--- config.mk ---
export PLATFORM = sky130hd
export DESIGN_NAME = spi_slave_3wire
export DESIGN_NICKNAME = d
export VERILOG_FILES = /design/src/rtl/spi_slave_3wire.sv
export SDC_FILE = /design/constraint.sdc
export NUM_CORES = 1
export LEC_CHECK = 0
export CORE_AREA = 5 5 83 70
export CTS_CLUSTER_DIAMETER = 200
export CTS_CLUSTER_SIZE = 20
export DETAILED_ROUTE_END_ITERATION = 16
export DIE_AREA = 0 0 88 75
export PLACE_DENSITY = 0.67
export SETUP_SLACK_MARGIN = 0.15
export SLEW_MARGIN = 5
export SYNTH_ARGS = -nofsm -noshare
export SYNTH_HDL_FRONTEND = slang
export SYNTH_SLANG_ARGS = --single-unit
--- constraint.sdc ---
create_clock -name wb_clk_i -period 2.2 [get_ports wb_clk_i]
set_input_delay 0.22 -clock wb_clk_i [delete_from_list [all_inputs] [get_ports wb_clk_i]]
set_output_delay 0.22 -clock wb_clk_i [all_outputs]
set_load 0.02 [all_outputs]
--- src/rtl/spi_slave_3wire.sv ---
// rtl/spi_slave_3wire.sv - 3-wire SPI target (mode 0) driving an 8-bit register port
// Optional burst address auto-increment: define SPI_SLAVE_ADDR_AUTOINC_EN.
module spi_slave_3wire #(
    parameter int SYNC_STAGES = 2,
    parameter int ADDR_W      = 7,
    parameter int DATA_W      = 8
) (
    input  logic              wb_clk_i,
    input  logic              wb_rst_i,
    input  logic              sck_i,
    input  logic              cs_n_i,
    input  logic              sdio_i,
    output logic              sdio_o,
    output logic              sdio_oe_o,
    output logic [ADDR_W-1:0] reg_addr_o,
    output logic [DATA_W-1:0] reg_wdata_o,
    output logic              reg_we_o,
    output logic              reg_re_o,
    input  logic [DATA_W-1:0] reg_rdata_i,
    output logic              busy_o
);

    localparam logic [2:0] ST_IDLE  = 3'd0;
    localparam logic [2:0] ST_CMD   = 3'd1;
    localparam logic [2:0] ST_WDATA = 3'd2;
    localparam logic [2:0] ST_RLOAD = 3'd3;
    localparam logic [2:0] ST_RDATA = 3'd4;

    logic [SYNC_STAGES-1:0] sck_sync;
    logic [SYNC_STAGES-1:0] cs_sync;
    logic [SYNC_STAGES-1:0] sdio_sync;
    logic                   sck_prev;
    logic                   cs_prev;
    logic [2:0]             state;
    logic [2:0]             bit_cnt;
    logic [DATA_W-1:0]      rx_shift;
    logic [DATA_W-1:0]      tx_shift;

    logic              sck_s;
    logic              cs_s;
    logic              sdio_s;
    logic              sck_rise;
    logic              sck_fall;
    logic              cs_rise;
    logic              cs_fall;
    logic [DATA_W-1:0] rx_next;

    assign sck_s    = sck_sync[SYNC_STAGES-1];
    assign cs_s     = cs_sync[SYNC_STAGES-1];
    assign sdio_s   = sdio_sync[SYNC_STAGES-1];
    assign sck_rise = sck_s & ~sck_prev;
    assign sck_fall = ~sck_s & sck_prev;
    assign cs_rise  = cs_s & ~cs_prev;
    assign cs_fall  = ~cs_s & cs_prev;
    assign rx_next  = {rx_shift[DATA_W-2:0], sdio_s};

    always_ff @(posedge wb_clk_i) begin
        if (wb_rst_i) begin
            sck_sync    <= '0;
            cs_sync     <= '1;
            sdio_sync   <= '0;
            sck_prev    <= 1'b0;
            cs_prev     <= 1'b1;
            state       <= ST_IDLE;
            bit_cnt     <= 3'd0;
            rx_shift    <= '0;
            tx_shift    <= '0;
            sdio_o      <= 1'b0;
            sdio_oe_o   <= 1'b0;
            reg_addr_o  <= '0;
            reg_wdata_o <= '0;
            reg_we_o    <= 1'b0;
            reg_re_o    <= 1'b0;
            busy_o      <= 1'b0;
        end else begin
            sck_sync  <= {sck_sync[SYNC_STAGES-2:0], sck_i};
            cs_sync   <= {cs_sync[SYNC_STAGES-2:0], cs_n_i};
            sdio_sync <= {sdio_sync[SYNC_STAGES-2:0], sdio_i};
            sck_prev  <= sck_s;
            cs_prev   <= cs_s;
            busy_o    <= ~cs_s;
            reg_we_o  <= 1'b0;
            reg_re_o  <= 1'b0;

`ifdef SPI_SLAVE_ADDR_AUTOINC_EN
            // Advance after the write strobe so the strobe sees the old address.
            if (reg_we_o) begin
                reg_addr_o <= reg_addr_o + ADDR_W'(1);
            end
`endif

            // Deselect beats any sck edge in the same cycle; partial bytes are dropped.
            if (cs_rise) begin
                state     <= ST_IDLE;
                sdio_oe_o <= 1'b0;
                bit_cnt   <= 3'd0;
            end else begin
                case (state)
                    ST_IDLE: begin
                        if (cs_fall) begin
                            state    <= ST_CMD;
                            bit_cnt  <= 3'd0;
                            rx_shift <= '0;
                        end
                    end
                    ST_CMD: begin
                        if (sck_rise) begin
                            rx_shift <= rx_next;
                            bit_cnt  <= bit_cnt + 3'd1;
                            if (bit_cnt == 3'd7) begin
                                reg_addr_o <= rx_next[ADDR_W-1:0];
                                if (rx_next[DATA_W-1]) begin
                                    reg_re_o <= 1'b1;
                                    state    <= ST_RLOAD;
                                end else begin
                                    state <= ST_WDATA;
                                end
                            end
                        end
                    end
                    ST_WDATA: begin
                        if (sck_rise) begin
                            rx_shift <= rx_next;
                            bit_cnt  <= bit_cnt + 3'd1;
                            if (bit_cnt == 3'd7) begin
                                reg_wdata_o <= rx_next;
                                reg_we_o    <= 1'b1;
                            end
                        end
                    end
                    ST_RLOAD: begin
                        // Read data is valid the cycle after the strobe drops.
                        if (!reg_re_o) begin
                            tx_shift <= reg_rdata_i;
                            state    <= ST_RDATA;
                        end
                    end
                    ST_RDATA: begin
                        if (sck_fall) begin
                            sdio_oe_o <= 1'b1;
                            sdio_o    <= tx_shift[DATA_W-1];
                            tx_shift  <= {tx_shift[DATA_W-2:0], 1'b0};
                        end else if (sck_rise) begin
                            bit_cnt <= bit_cnt + 3'd1;
                            if (bit_cnt == 3'd7) begin
`ifdef SPI_SLAVE_ADDR_AUTOINC_EN
                                reg_addr_o <= reg_addr_o + ADDR_W'(1);
`endif
                                reg_re_o <= 1'b1;
                                state    <= ST_RLOAD;
                            end
                        end
                    end
                    default: state <= ST_IDLE;
                endcase
            end
        end
    end

endmodule

# Yosys cells after proc, flatten, opt, wreduce, memory -nomap -nowiden
# Cells that the tools add are included.
dict set report word_totals {
  wordCells 82
  regBits 49
  out_inout_bits 20
  inputBits 13
  mem_bits_ro 0
  latchBits 0
  mem_bits_rw 0
  mem_count 0
}
dict set report classes {
  addsub 1
  reduce_logical 15
  n_eq_ne 14
  multipliers 0
  bitwise 10
  mux 26
  div_mod_pow 0
  shift 0
  order_cmp 0
}
# op count
set ops {}
lappend ops {{2-to-1 mux 3 bit} 10}
lappend ops {{2-to-1 mux 8 bit} 2}
lappend ops {{!= test 2 bit (second input constant)} 8}
lappend ops {{one-hot mux 8 bit (2 select lines)} 1}
lappend ops {{AND reduction 4 bit} 4}
lappend ops {{one-hot mux 3 bit (5 select lines)} 1}
lappend ops {{2-to-1 mux 7 bit} 2}
lappend ops {{one-hot mux 7 bit (2 select lines)} 1}
lappend ops {{one-hot mux 3 bit (3 select lines)} 1}
lappend ops {{AND reduction 8 bit} 1}
lappend ops {{2-to-1 mux 1 bit} 7}
lappend ops {{equality test 3 x 2 -> 1 bit (second input constant)} 2}
lappend ops {{equality test 3 bit (second input constant)} 2}
lappend ops {{NOT 1 bit} 6}
lappend ops {{AND reduction 3 bit} 2}
lappend ops {{bitwise AND 1 bit} 4}
lappend ops {{nonzero test 2 bit} 2}
lappend ops {{OR reduction 2 bit} 2}
lappend ops {{adder 3 x 1 -> 3 bit (second input constant)} 1}
lappend ops {{equality test 3 x 1 -> 1 bit (second input constant)} 1}
lappend ops {{zero test 3 bit} 1}
lappend ops {{nonzero test 3 bit} 1}
lappend ops {{OR reduction 3 bit} 1}
lappend ops {{!= test 2 x 1 -> 1 bit (second input constant)} 1}
lappend ops {{2 further kinds} 2}

# Longest topological paths before layout
dict set report depth {
  word_depth 5
  depth_mapped 7
}

# Least setup slack after synthesis
# OpenSTA, ideal clock, no wires.
dict set report synth_path {
  path_kind {register -> register}
  start {register bit_cnt[0]}
  end {register reg_wdata_o[5]}
  setup_time_ps 128
  arrival_time_ps 1492
  stages_incl_launch_ff 8
  path_slack_ps 581
  period_less_slack_ps 1619
  path_cell_list {dfxtp_1 -> ha_1 -> ha_1 -> and3b_1 -> clkbuf_1 -> nand4_2 -> mux2i_1 -> nor2_1}
}
dict set report synth_between {
  elab_chain_len 2
}
# element line_no
set synth_lines {}
lappend synth_lines {{start: declaration} 35} ;# logic [2:0] bit_cnt;
lappend synth_lines {{start signal: assignment} 109} ;# bit_cnt <= bit_cnt + 3'd1;
lappend synth_lines {{start signal: assignment} 124} ;# bit_cnt <= bit_cnt + 3'd1;
lappend synth_lines {{start signal: assignment} 144} ;# bit_cnt <= bit_cnt + 3'd1;
lappend synth_lines {{equality test 3 bit} 125} ;# if (bit_cnt == 3'd7) begin
lappend synth_lines {{AND reduction 4 bit (no source line)} n/a}
lappend synth_lines {{end signal: assignment} 126} ;# reg_wdata_o <= rx_next;
lappend synth_lines {{end: declaration} 16} ;# output logic [DATA_W-1:0] reg_wdata_o,
# No other way between the ends.
# A chain may end at the register's enable or synchronous reset.

# Worst setup path in the final report
# Same ends and word-level chain as after synthesis.

==> key figures <==
Status
  • Status: completed

Floorplan
  • Core Region: 4860 sq um
  • Die area: 6600 sq um
  • I/O pins: 33
  • Initial Util: 0.433
  • Number of core rows: 23
  • Die span in y: 75 um
  • Die width: 88 um

Logic synthesis
  • Async SR Flop Fraction: 0
  • Most frequent cell after synthesis: dfxtp_1
  • Top cells by count, synth: dfxtp_1, mux2i_1, nor2_1
  • Most common flop cell mapped by yosys: dfxtp_1
  • Mapped Area: 2110 sq um
  • Syn. warnings: 0
  • Largest cells by area after synthesis: dfxtp_1, mux2i_1, nor2_1
  • Mapped Nets: 226
  • Cells after synthesis: 211
  • Synth Register Bits: 49
  • Count of different cell masters after synthesis: 36
  • Sequential area share after synthesis: 0.466
  • Cell taking the most area after synthesis: dfxtp_1
  • Post-synth top area share: 0.466
  • Post-Synthesis Mean Instance Area: 9.99 sq um
  • EDFF count, synth: 0

Placement
  • Routability cong.: 0.806
  • Pre-CTS setup slack: 0.378 ns
  • DP HPWL: 2880 um
  • Port Buffer Count: 32

Global routing
  • Vias in the first global route: 1555
  • GRT Residual Overflow: 0
  • Tot GR Track Use: 0.137
  • First-pass GRT wire length: 7180 um
  • Largest net degree at the start of global routing: 33
  • Initial antenna violation count: 0

Critical path
  • WP data required: 2.38 ns
  • CP Launch Type: flop
  • Setup crit end kind: flop
  • CP max FO: 8
  • Crit Path Class: reg2reg
  • Reg2Reg Capture Point: reg_wdata_o[5]
  • Worst EP arrival: 2.02 ns
  • Critical R2R Launch: bit_cnt[0]
  • Reg2Reg Depth: 6
  • R2r setup slk: 0.36 ns

STA
  • Maximum clock frequency: 0.543 GHz
  • Max Slew Vio Count: 0
  • Crit path time final: 1.84 ns
  • Final Cycle Share: 0.836
  • Final number of setup-violating endpoints: 0
  • Least-Margin Pin Slew: 0.647 ns
  • TNS Setup: 0 ns
  • Post-route setup slack: 0.360 ns
  • RSZ-0062 raised after global routing: false
  • Slew headroom: 0.565
  • Clk_skew: 0.00832 ns
  • Hold Fails Final Rpt: 0

Flow run
  • Number of max-cap violations: 0

Drt
  • Avg Vias per Cell: 5.04
  • Post-Route WL: 3980 um
  • Via Count: 1542
  • Residual DRC: 0
  • Routed Antenna Nets: 0
  • Initial drt markers: 66
  • Routed WL per cell: 13.0 um
  • Drt first pass iters: 4

Clock network
  • Worst skew pair latency: 0.29 ns
  • Num CTS Buffers: 5
  • CTS tree: yes
  • H-tree Lvls: 2
  • CTS Hold Bufs: 0
  • Clock slew at reported path FFs: 0.09 ns
  • Clk buf depth: 2
  • Post_cts resized: 0
  • # Post-CTS Setup Buffers: 0
  • CTS sink cnt: 49
  • Clk root buf: clkbuf_8

Cells and area
  • Reg area: 981 sq um
  • Layout cells sized above 1: 0.123
  • Nets: 258
  • Multi-input gate area: 1020 sq um
  • Inserted Diodes: 0
  • Filler Cell Count: 443
  • Synth-to-Final Area Change: 21.0%

Worst hold path
  • Hold Path Class: reg2reg
  • Min-Delay Endpoint: cs_sync[1]
  • HP Start: cs_sync[0]
  • Hold depth: 1

Power
  • Peak VDD IR: 0.000439 V
  • Power Dens Cells: 599 nW/um^2
  • Cell leakage power: 0.988 nW
==> cells in the final DEF, fill, tap and decap left out, types with 2 or more instances in the layout <==
master,count
clkdlybuf4s50_1,32
buf_4,6
nor2_1,20
or2_2,3
mux2i_1,33
inv_1,5
nor3_1,2
dfxtp_1,49
or2b_2,7
a311oi_1,7
nor2b_1,10
nand4_2,2
nand2_1,16
nand3_1,4
o211ai_1,3
nand3b_1,2
o21ai_0,3
a21oi_1,13
ha_1,2
clkbuf_8,5
nand2b_1,3
==> layer usage <==
layer | part of all wire | vias to the layer above | global-route usage | wire length (um)
met4 | 0 | 0 | 0.0443 | 0
met2 | 0.43 | 30 | 0.201 | 1720
met5 | 0 | - | 0 | 0
li1 | - | 799 | - | -
met1 | 0.52 | 713 | 0.197 | 2080
met3 | 0.045 | 0 | 0.0339 | 180
==> critical path, stage by stage (launching register included) <==
cell and delay (ns):
dfxtp_1 0.36, ha_1 0.16, ha_1 0.15, and3b_1 0.30, nand4_2 0.41, mux2i_1 0.30
nor2_1 0.05
==> cells by family (layout without fill, tap and decap cells) <==
group,after synthesis,in the layout,share of synthesized area
AND/OR/NAND/NOR,76,76,0.205
adder cells (fa/ha/maj),2,2,0.0119
AO/OA/AOI/OAI,32,32,0.106
buffers and inverters,18,51,0.0505
multiplexers,33,33,0.157
XOR/XNOR,1,1,0.00416
flip-flops,49,49,0.466
==> state kept, by name (all words and copies together), names as in the netlist <==
signal       flops
bit_cnt          3
busy_o           1
cs_prev          1
cs_sync          2
reg_addr_o       7
reg_re_o         1
reg_wdata_o      8
reg_we_o         1
rx_shift         7
sck_prev         1
sck_sync         2
sdio_o           1
sdio_oe_o        1
sdio_sync        2
state            3
tx_shift         8
==> worst max path at each step <==
stage | cells past startpoint | slack, ns | from | endpoint
after floorplan | 7 | 0.58 | bit_cnt[0] | reg_wdata_o[5]
final | 6 | 0.36 | bit_cnt[0] | reg_wdata_o[5]
after global placement | 6 | 0.40 | bit_cnt[0] | reg_wdata_o[5]
after detailed placement | 6 | 0.38 | bit_cnt[0] | reg_wdata_o[4]
after global routing | 6 | 0.20 | bit_cnt[0] | reg_wdata_o[0]
after CTS | 6 | 0.36 | bit_cnt[0] | reg_wdata_o[4]
==> report_power, final <==
group          internal [mW]  switching (mW)  total [mW]
registers              0.896          0.0122       0.908
logic                 0.0562          0.0539       0.110
clock network          0.227           0.281       0.508
total                   1.18           0.347        1.53
==> layout make-up <==
cell class              count  area share
clock inverters             2     0.00540
well taps                  62      0.0304
flip-flops and latches     49       0.385
clock buffers               6      0.0285
inverters                   5     0.00736
repair buffers             38       0.143
multi-input cells         144       0.400
==> stage by stage <==
step            util  hold WS, ns  power [mW]  cells  area [sq um]
3_5_place_dp   0.506        0.400        1.04    298          2460
2_1_floorplan      -        0.324        1.00    211          2110
6_report       0.524        0.419        1.53    306          2550
3_3_place_gp   0.506        0.399        1.04    298          2460
5_1_grt        0.524        0.431        1.60    306          2550
4_1_cts        0.524        0.422        1.55    306          2550
Note: power is estimated with default switching activity, not from simulation.
